`src/rtl/sd_pkg.sv`:
```
// sd_pkg: shared state encoding and frame geometry for the SD command serializer.
package sd_pkg;
  typedef enum logic [2:0] {IDLE, DATA, CRC, STOP, GAP} sd_cmd_state_e;
  localparam int SD_CMD_FRAME_BITS   = 48;
  localparam int SD_CMD_CRC_BITS     = 7;
  localparam int SD_CMD_PAYLOAD_BITS = 40;
endpackage

```
`src/rtl/sd_cmd_tx_if.sv`:
```
// sd_cmd_tx_if: command request handshake (index + argument) into the serializer.
interface sd_cmd_tx_if;
  logic        CMD_VALID;
  logic        CMD_READY;
  logic [5:0]  CMD_INDEX;
  logic [31:0] CMD_ARG;
  modport master (output CMD_VALID, CMD_INDEX, CMD_ARG, input CMD_READY);
  modport slave  (input CMD_VALID, CMD_INDEX, CMD_ARG, output CMD_READY);
endinterface

```
`src/rtl/sd_crc_7.sv`:
```
// sd_crc_7: serial CRC7 (x^7+x^3+1), one message bit per enabled clock.
module sd_crc_7 (
  input  logic       BITVAL,
  input  logic       Enable,
  input  logic       CLK,
  input  logic       RST,
  output logic [6:0] CRC
);
  logic inv;
  assign inv = BITVAL ^ CRC[6];
  always_ff @(posedge CLK)
    if (RST) CRC <= '0;
    else if (Enable) CRC <= {CRC[5:3], CRC[2] ^ inv, CRC[1:0], inv};
endmodule

```
`src/rtl/sd_cmd_tx.sv`:
```
// sd_cmd_tx: host-side SD CMD-line serializer; 40 payload bits feed sd_crc_7, then CRC and end bit.
module sd_cmd_tx
  import sd_pkg::*;
#(
  parameter int NCC_MIN = 8
) (
  input  logic        CLK,
  input  logic        RST,
  input  logic        SD_CE,
  sd_cmd_tx_if.slave  cmd,
  output logic        CMD_OUT,
  output logic        CMD_OE,
  output logic        DONE
);
  sd_cmd_state_e state_q, state_d;
  logic [39:0]   shreg_q, shreg_d;
  logic [7:0]    cnt_q, cnt_d;
  logic          done_q, done_d;
  logic          crc_clear, crc_en;
  logic [6:0]    crc;

  sd_crc_7 u_crc (
    .BITVAL (shreg_q[39]),
    .Enable (crc_en),
    .CLK    (CLK),
    .RST    (RST | crc_clear),
    .CRC    (crc)
  );

  assign crc_en        = (state_q == DATA) & SD_CE;
  assign cmd.CMD_READY = ~RST & (state_q == IDLE);
  assign CMD_OE        = ~RST & (state_q inside {DATA, CRC, STOP});
  assign CMD_OUT       = RST | (state_q == DATA ? shreg_q[39] : state_q == CRC ? crc[cnt_q[2:0]] : 1'b1);
  assign DONE          = done_q;

  // One shared down-counter serves payload bits, CRC bits and the idle gap.
  always_comb begin
    state_d   = state_q;
    shreg_d   = shreg_q;
    cnt_d     = cnt_q;
    done_d    = 1'b0;
    crc_clear = 1'b0;
    case (state_q)
      IDLE: if (cmd.CMD_VALID & cmd.CMD_READY) begin
        crc_clear = 1'b1;
        shreg_d   = {2'b01, cmd.CMD_INDEX, cmd.CMD_ARG};
        cnt_d     = 8'(SD_CMD_PAYLOAD_BITS - 1);
        state_d   = DATA;
      end
      DATA: if (SD_CE) begin
        shreg_d = {shreg_q[38:0], 1'b0};
        cnt_d   = cnt_q == 8'd0 ? 8'(SD_CMD_CRC_BITS - 1) : cnt_q - 8'd1;
        state_d = cnt_q == 8'd0 ? CRC : DATA;
      end
      CRC: if (SD_CE) begin
        cnt_d   = cnt_q - 8'd1;
        state_d = cnt_q == 8'd0 ? STOP : CRC;
      end
      STOP: if (SD_CE) begin
        done_d  = 1'b1;
        cnt_d   = 8'(NCC_MIN - 1);
        state_d = GAP;
      end
      GAP: if (SD_CE) begin
        cnt_d   = cnt_q - 8'd1;
        state_d = cnt_q == 8'd0 ? IDLE : GAP;
      end
      default: state_d = IDLE;
    endcase
  end

  always_ff @(posedge CLK) begin
    if (RST) begin
      state_q <= IDLE;
      shreg_q <= '0;
      cnt_q   <= '0;
      done_q  <= 1'b0;
    end else begin
      state_q <= state_d;
      shreg_q <= shreg_d;
      cnt_q   <= cnt_d;
      done_q  <= done_d;
    end
  end
endmodule

```
`src/flat_wrapper.sv`:
```
// flat-port wrapper written by rule: the top's interface ports become plain ports
module sd_cmd_tx_flat import sd_pkg::*;
#(
  parameter int NCC_MIN = 8
)
  (CLK, RST, SD_CE, CMD_OUT, CMD_OE, DONE, cmd_CMD_VALID, cmd_CMD_INDEX, cmd_CMD_ARG, cmd_CMD_READY);
  sd_cmd_tx_if cmd_i ();
  input  logic CLK;
  input  logic RST;
  input  logic SD_CE;
  output logic CMD_OUT;
  output logic CMD_OE;
  output logic DONE;
  input wire logic [$bits(cmd_i.CMD_VALID)-1:0] cmd_CMD_VALID;
  input wire logic [$bits(cmd_i.CMD_INDEX)-1:0] cmd_CMD_INDEX;
  input wire logic [$bits(cmd_i.CMD_ARG)-1:0] cmd_CMD_ARG;
  output wire logic [$bits(cmd_i.CMD_READY)-1:0] cmd_CMD_READY;
  assign cmd_i.CMD_VALID = cmd_CMD_VALID;
  assign cmd_i.CMD_INDEX = cmd_CMD_INDEX;
  assign cmd_i.CMD_ARG = cmd_CMD_ARG;
  assign cmd_CMD_READY = cmd_i.CMD_READY;
  sd_cmd_tx #(.NCC_MIN(NCC_MIN)) u_core (.CLK(CLK), .RST(RST), .SD_CE(SD_CE), .cmd(cmd_i), .CMD_OUT(CMD_OUT), .CMD_OE(CMD_OE), .DONE(DONE));
endmodule
```
`config.mk`:
```
export PLATFORM = sky130hd
export DESIGN_NAME = sd_cmd_tx_flat
export DESIGN_NICKNAME = d
export VERILOG_FILES = /design/src/rtl/sd_pkg.sv /design/src/rtl/sd_cmd_tx_if.sv /design/src/rtl/sd_crc_7.sv /design/src/rtl/sd_cmd_tx.sv /design/src/flat_wrapper.sv
export SDC_FILE = /design/constraint.sdc
export NUM_CORES = 1
export LEC_CHECK = 0
export BUFFER_PORTS_ARGS = -buffer_cell sky130_fd_sc_hd__buf_2
export CAP_MARGIN = 20
export CORE_AREA = 8 8 88 90
export CTS_BUF_LIST = sky130_fd_sc_hd__clkbuf_2
export DETAILED_ROUTE_END_ITERATION = 7
export DIE_AREA = 0 0 96 98
export PLACE_DENSITY = 0.69
export SLEW_MARGIN = 20
export SYNTH_ARGS = -nofsm -noshare
export SYNTH_HDL_FRONTEND = slang
export SYNTH_SLANG_ARGS = --single-unit
```
`constraint.sdc`:
```
create_clock -name CLK -period 2.81 [get_ports CLK]
set_clock_uncertainty 0.2 [all_clocks]
set_input_delay 0.562 -clock CLK [delete_from_list [all_inputs] [get_ports CLK]]
set_output_delay 0.562 -clock CLK [all_outputs]
set_load 0.005 [all_outputs]
```
; After elaboration in Yosys (flattened, before gate mapping)
; Index checks and enable logic that the tools add are counted.
[word_totals]
reg_bits = 59
out_inout_bits = 4
wordCells = 62
[op_classes]
addsub = 1
magnitude_cmp = 1
n_eq_ne = 10
mux = 25
bitwise = 10
reduce_logical = 10
[op_table]
columns = operator, n
row1 = 2-to-1 mux 40 bit, 2
row2 = case mux 40 bit (2 select lines), 1
row3 = 2-to-1 mux 8 bit, 5
row4 = case mux 8 bit (4 select lines), 1
row5 = 2-to-1 mux 3 bit, 6
row6 = case mux 3 bit (5 select lines), 1
row7 = "!= test 2 bit, second input constant", 5
row8 = AND reduction 5 bit, 2
row9 = logical NOT 8 bit, 1
row10 = "subtractor 8 x 1 -> 8 bit, second input constant", 1
row11 = 2-to-1 mux 1 bit, 7
row12 = "equality test 3 x 2 -> 1 bit, second input constant", 2
row13 = bitwise AND 1 bit, 4
row14 = "less-than comparator 3 x 4 -> 1 bit, second input constant", 1
row15 = nonzero test 4 bit, 1
row16 = OR reduction 2 bit, 2
row17 = binary-select mux 1 bit (select 3 bit), 1
row18 = "equality test 3 x 1 -> 1 bit, second input constant", 1
row19 = "equality test 3 bit, second input constant", 1
row20 = logical NOT 3 bit, 1
row21 = AND reduction 3 bit, 1
row22 = nonzero test 3 bit, 1
row23 = 2-to-1 mux 2 bit, 1
row24 = "!= test 2 x 1 -> 1 bit, second input constant", 1
row25 = other kinds (4), 7

; Logic depth before layout (Yosys ltp)
; Gate-level depths: netlist (run 1).
[depth]
word_depth = 6
mapped_depth = 7
ltp_nobuf = 6

; Cells and area by module
; Synthesis (run 1) repeated with hierarchy kept, for this count alone.
[hier_totals]
hier_cells = 359
area_unflattened_um2 = 3239.4
[modules_own_cells]
columns = mod, n_inst, cells_each, area_per_inst_um2
row1 = sd_cmd_tx, 1, 333, 2970.3
row2 = sd_crc_7, 1, 26, 269.0

; Least setup slack after synthesis (run 1)
; OpenSTA, ideal clock, no wires.
[synth_path]
path_type = flip-flop to output port
from = reg u_core.cnt_q[0]
to = out CMD_OUT
t_arrival_ns = 1.486
required_ns = 2.048
setup_slack_ns = 0.562
path_stages_with_launch = 6
n_path_buf = 1
cell_sequence = dfxtp_1 -> buf_6 -> mux4_2 -> and2_1 -> a2111oi_2 -> o21ai_1
[synth_between]
elab_chain_cells = 5
[synth_lines]
columns = element, line
row1 = start: declaration, sd_cmd_tx.sv:17  ; logic [7:0] cnt_q, cnt_d;
row2 = start signal: assignment, sd_cmd_tx.sv:81  ; cnt_q <= cnt_d;
row3 = binary-select mux 1 bit (select 3 bit), sd_cmd_tx.sv:33  ; assign CMD_OUT = RST | (state_q == DATA ? shreg_q[39] : state_q == CRC ? crc[cnt_q[2:0]] : 1'b1);
row4 = 2-to-1 mux 1 bit (implied by the code), sd_cmd_tx.sv:33
row5 = 2-to-1 mux 1 bit (2 in series), sd_cmd_tx.sv:33
row6 = bitwise OR 1 bit, sd_cmd_tx.sv:33
row7 = end: declaration, flat_wrapper.sv:11  ; output logic CMD_OUT;
; No other way between the ends. The select of a mux whose other input is x is not followed.

; Final worst setup path (run 1)
; Same ends and word-level chain as after synthesis.

==> impl_metrics.yaml, run 1 <==
run_status:
  outcome: "completed"
clock_network:
  cts_sinks: 59
  clkTransAtPathRegs_ps: 170
  cts_tree: "yes"
  numCtsBuffers: 9
  cts_buffer_depth: 2
  cts_htree_levels: 3
  root_buffer: "clkbuf_2"
  clock_latency_ps: 460
logic_synthesis:
  postSynthAreaPerCell_um2: 9.54
  yosysUniqueCellTypes: 54
  syn_inst: 320
  synth_compound_area_frac: 0.244
  synthesis.nets: 363
  seq_area_frac_synth: 0.387
  synth_xor_area_frac: 0.0115
  ys.flop_type: "dfxtp_1"
  yosys-mux-area-fraction: 0.132
  synth-simple-area-share: 0.164
  synth_edf_count: 0
  synth_top_family_by_area: "compound AO/OA/AOI/OAI gates"
  yosys_warnings: 0
  async_flop_share: 0
  synth-seq-cells: 59
  synth.cell_area_um2: 3050
  synth_fa_ha_area_frac: 0.00410
sta:
  final.setup.tns_ps: 0
  setup_viol: 0
  slew_viol_final: 0
  max_slew.worst_pin.slew_ps: 575
  fin_crit_ps: 2680
  fmax_ghz: 0.374
  hold_viol: 0
  rsz0062_at_grt: "no"
  maxSlewHeadroom: 0.616
  final.period_utilization: 0.952
floorplan:
  core_area_um2: 6490
  io_pins: 46
  initial_utilization: 0.470
  die_w_um: 96
  dieArea_um2: 9410
  rows: 30
  die_h_um: 98
global_route:
  grt_pass1_vias: 2446
  grt_usage: 0.142
  grt_start_max_net_pins: 68
  gr-total-overflow: 0
  grt_pass1_wl_um: 10900
  antenna_found_initial: 0
drt:
  dr.max_layer_used: "met4"
  via_count: 2428
  wl_per_cell_um: 14.2
  met1_length_um: 2970
  viasPerCell: 5.49
  drc: 0
  met2WireLength_um: 2980
  drt-initial-drc-count: 67
  detail-route-antenna-nets: 0
  drt_wl_total_um: 6290
  routed-wl-met3_um: 258
  dr.pass1.iters: 4
critical_path:
  cp-startpoint: "u_core.cnt_q[0]$_SDFFE_PP0P_"
  worst_ep_required_time_ps: 2050
  critPathKind: "reg2out"
  startpoint_type: "flop"
  cp.arrival_ps: 1910
  crit_fanout: 2
  end_kind: "output pin"
  rr_startpoint: "u_core.state_q[0]$_SDFFE_PP0P_"
final_layout:
  diodes: 0
  regArea_um2: 1190
  drive_gt1_frac: 0.290
  area_growth_pct: 14.1
  nets: 400
  multi_input_area_um2: 1720
  fillers: 629
power_and_ir_drop:
  p_per_area_nw_per_um2: 666
  p_leak_nw: 1.30
  power_w: 0.00232
  peakVddDrop_v: 0.000367
placed_design:
  port-buffer-count: 45
  place.gp.congestion: 0.863
  hpwl_um: 4420
job:
  drv_cap: 0
hold_path:
  worstHoldStart: "RST"
  hp-class: "in2reg"
==> where the power goes <==
part / internal, W / switching [W]
Sequential: 0.000932 / 0.0000824
Combinational: 0.000274 / 0.000324
Clock: 0.000383 / 0.000327
==> registers in the layout, summed over array words and instances, names as in the netlist <==
register and cells:
u_core.DONE 1, u_core.cnt_q 8, u_core.shreg_q 40, u_core.state_q 3, u_core.u_crc.CRC 7
==> placed cells by master (no fill, tap or decap), types with 3 or more instances in the layout <==
cell       netlist  routed
clkbuf_2         0       9
dfxtp_1         59      56
a21oi_1         10      10
a211oi_2        19      19
nor2_1          48      48
buf_4            4       7
o21ai_0          4       4
nor3_1           4       4
bufinv_16        0       3
o211ai_1         5       5
nand2_1         22      22
xnor2_1          4       4
mux2i_1         38      38
nand3_1          6       6
a31oi_1          5       5
inv_1            5       5
a211oi_1        21      21
buf_2           10      45
==> cell families after synthesis <==
| family | count (synthesis) |
|---|---|
| AND/OR/NAND/NOR | 100 |
| multiplexers | 39 |
| flip-flops | 59 |
| adder cells (fa/ha/maj) | 1 |
| buffers and inverters | 32 |
| XOR/XNOR | 4 |
| AO/OA/AOI/OAI | 85 |
==> critical path: stages (launching register included) <==
cell       delay [ps]
dfxtp_4           390
mux4_2            480
and2_4            180
a2111oi_4         190
o21ai_1            90
buf_2             130
==> synth_stat cells, types with 2 or more instances <==
master     count  area [um2]
nor2b_1        2        12.5
dfxtp_1       59        1180
xnor2_1        4        35.0
nor2_1        48         180
buf_4          4        30.0
clkbuf_1       9        33.8
a2bb2oi_1      2        17.5
o22ai_1        2        12.5
nor3b_2        2        25.0
a211oi_2      19         238
a31oi_1        5        31.3
o21ai_0        4        20.0
nand2_1       22        82.6
o211ai_1       5        37.5
nand3_1        6        30.0
buf_2         10        50.1
a21oi_1       10        50.1
nor4_4         2        42.5
nor3_1         4        20.0
a211oi_1      21         158
and2_1         2        12.5
mux2i_1       38         380
nand2b_1       2        12.5
buf_6          3        33.8
o31a_1         2        17.5
inv_1          5        18.8
==> worst paths after layout <==
path,endpoint,slack [ps],depth (start not counted)
max,CMD_OUT,130,5
min,u_core.cnt_q[0]$_SDFFE_PP0P_,150,2
max reg2reg,u_core.shreg_q[37]$_SDFFE_PP0P_,660,4
min reg2reg,u_core.shreg_q[39]$_SDFFE_PP0P_,270,2
==> routing by layer <==
| layer | global-route usage | vias to the layer above |
|---|---|---|
| met4 | 0.0698 | 0 |
| met1 | 0.178 | 1128 |
| li1 | - | 1255 |
| met2 | 0.217 | 38 |
| met3 | 0.0384 | 7 |
| met5 | 0 | - |
==> timing repair <==
action	4_1_cts	5_1_grt
hold buffers	0	0
setup endpoints to repair	1	0
resized for setup	6	0
setup buffers	1	0
==> through the flow <==
stage          area (um2)  cells  hold slack (ps)   util  setup slack, ps
3_3_place_gp         3300    425              239  0.508              308
2_1_floorplan        3050    320              232      -              562
4_1_cts              3480    442              101  0.537             63.7
5_1_grt              3480    442              121  0.537             2.86
3_5_place_dp         3300    425              248  0.508              285
6_report             3480    442              146  0.537              134
==> layout make-up <==
type | count | share of cell area
multi-input cells | 229 | 0.494
flip-flops and latches | 59 | 0.341
repair buffers | 53 | 0.0855
clock inverters | 7 | 0.0330
well taps | 80 | 0.0287
clock buffers | 9 | 0.0129
inverters | 5 | 0.00539
Power figures use the tool's default switching activity.
==> run 2: changes to the inputs <==
BUFFER_PORTS_ARGS = default   (was -buffer_cell sky130_fd_sc_hd__buf_2)
DONT_BUFFER_PORTS = 1   (was default)
PLACE_DENSITY = default   (was 0.69)
clock period = 2.5 ns   (was 2.81 ns; I/O delays follow)
==> impl_metrics.yaml, run 2 (same netlist as run 1, synthesis figures left out) <==
drt:
  viasPerCell: 5.57
  dr.pass1.iters: 4
  detail-route-antenna-nets: 0
  drt_wl_total_um: 6440
  wl_per_cell_um: 15.5
  drt-initial-drc-count: 114
  via_count: 2318
  drc: 0
placed_design:
  port-buffer-count: 0
  post-place-ws_ps: 300
  hpwl_um: 4210
  place.gp.congestion: 0.771
global_route:
  grt_pass1_vias: 2299
  gr-total-overflow: 0
  antenna_found_initial: 0
  grt_start_max_net_pins: 54
  grt_pass1_wl_um: 11000
  grt_usage: 0.146
sta:
  hold_viol: 0
  rsz0062_at_grt: "yes"
  fin_crit_ps: 2460
  fmax_ghz: 0.407
  maxSlewHeadroom: 0.636
  final.period_utilization: 0.984
  slew_viol_final: 0
  setup_viol: 0
  final.setup.tns_ps: 0
  setup_ws_ps: 40.2
  max_slew.worst_pin.slew_ps: 547
clock_network:
  cts_buffer_depth: 2
  cts_tree: "yes"
  cts_htree_levels: 3
  cts_sinks: 59
  numCtsBuffers: 9
  root_buffer: "clkbuf_2"
  clock_latency_ps: 480
  clkTransAtPathRegs_ps: 170
  post-cts-setup-buffers: 0
critical_path:
  end_kind: "output pin"
  rr_worst_depth: 5
  cp.arrival_ps: 1760
  crit_family: "multiplexers"
  slowest_stage: "mux4_2"
  cp.depth: 4
  startpoint_type: "flop"
  cpPeakStageDelay_ps: 480
  path_cells: "mux4_2 -> and2_4 -> a2111oi_4 -> o21ai_2"
  worst_ep_required_time_ps: 1800
  crit_buf_inv: 0
  critPathKind: "reg2out"
  worst-r2r-setup-slack_ps: 400
  crit_fanout: 2
final_layout:
  reg_top3: "u_core.shreg_q (40), u_core.cnt_q (8), u_core.u_crc.CRC (7)"
  nets: 374
  final_common_cell: "dfxtp_1"
  drive_gt1_frac: 0.190
  largest_reg_flops: 40
  regMostFlops: "u_core.shreg_q"
  diodes: 0
  area_growth_pct: 11.4
  mostFrequentLayoutCells: "dfxtp_1 (56), nor2_1 (48), mux2i_1 (38), nand2_1 (22), a211oi_1 (21)"
floorplan:
  initial_utilization: 0.470
  rows: 30
  dieArea_um2: 9410
  die_w_um: 96
  core_area_um2: 6490
  io_pins: 46
  die_h_um: 98
power_and_ir_drop:
  p_leak_nw: 1.19
  p_per_area_nw_per_um2: 677
  peakVddDrop_v: 0.000365
hold_path:
  hold-path-cell-count: 2
  hp-class: "in2reg"
run_status:
  outcome: "completed"
job:
  drv_cap: 0
[run 2: cell types whose count changed in the layout (fill, tap and decap cells not counted), sizes merged]
| cell | before | now |
|---|---|---|
| buf | 53 | 11 |
| inv | 6 | 5 |
| clkinv | 2 | 6 |
| clkbuf | 9 | 10 |
| bufinv | 3 | 0 |
| dlygate4sd3 | 0 | 16 |
| clkinvlp | 1 | 0 |
[run 2: through the flow]
stage                     utilization  cell area (um2)  std cells  total power, W  hold slack, ps
after floorplan                     -             3050        320         0.00170             232
after global placement          0.478             3110        383         0.00177             237
after detailed placement        0.478             3110        383         0.00178             239
after CTS                       0.515             3350        411         0.00232           0.246
after global routing            0.524             3400        416         0.00246           -4.61
final                           0.524             3400        416         0.00230            30.6
[run 2: cell type report]
| class | instances | area, um2 |
|---|---|---|
| fill | 614 | 3090 |
| multi-input combinational | 229 | 1720 |
| sequential | 59 | 1190 |
| timing repair buffer | 27 | 288 |
| tap | 80 | 100 |
| clock buffer | 10 | 50.0 |
| clock inverter | 6 | 32.5 |
| inverter | 5 | 18.8 |
[run 2: path summary, 6_finish.rpt]
check,start,to
max,u_core.cnt_q[0]$_SDFFE_PP0P_,CMD_OUT
min,cmd_CMD_ARG[1],u_core.shreg_q[1]$_SDFFE_PP0P_
max reg2reg,u_core.state_q[0]$_SDFFE_PP0P_,u_core.shreg_q[8]$_SDFFE_PP0P_
min reg2reg,u_core.u_crc.CRC[5]$_SDFFE_PP0P_,u_core.u_crc.CRC[6]$_SDFFE_PP0P_
[run 2: report_power, final]
part / internal, W / leakage, nW / total [W] / switching, W
clock: 0.000127 / 0.0629 / 0.000490 / 0.000363
combinational: 0.000315 / 0.640 / 0.000674 / 0.000360
sequential: 0.00105 / 0.486 / 0.00114 / 0.0000890
total: 0.00149 / 1.19 / 0.00230 / 0.000812
[run 2: repair_timing]
action                                 in CTS  in global routing
gates resized for setup                     5                  2
hold buffers                               12                  5
endpoints found under the hold margin      52                  5
pin swaps                                   3                  0
setup endpoints to repair                   1                  2
[run 2: worst reg2reg max path, delay by kind of cell (launching register included)]
kind	cells	cell delay (ps)
DFF	1	450
and+or+nand+nor	2	500
buffers and inverters	1	250
AOI/OAI and AO/OA	2	610
[run 2: routing by layer]
metal,part of all wire,GRT usage
met1,0.48,0.191
met2,0.44,0.204
met3,0.066,0.0507
met4,0.014,0.0769
met5,0,0
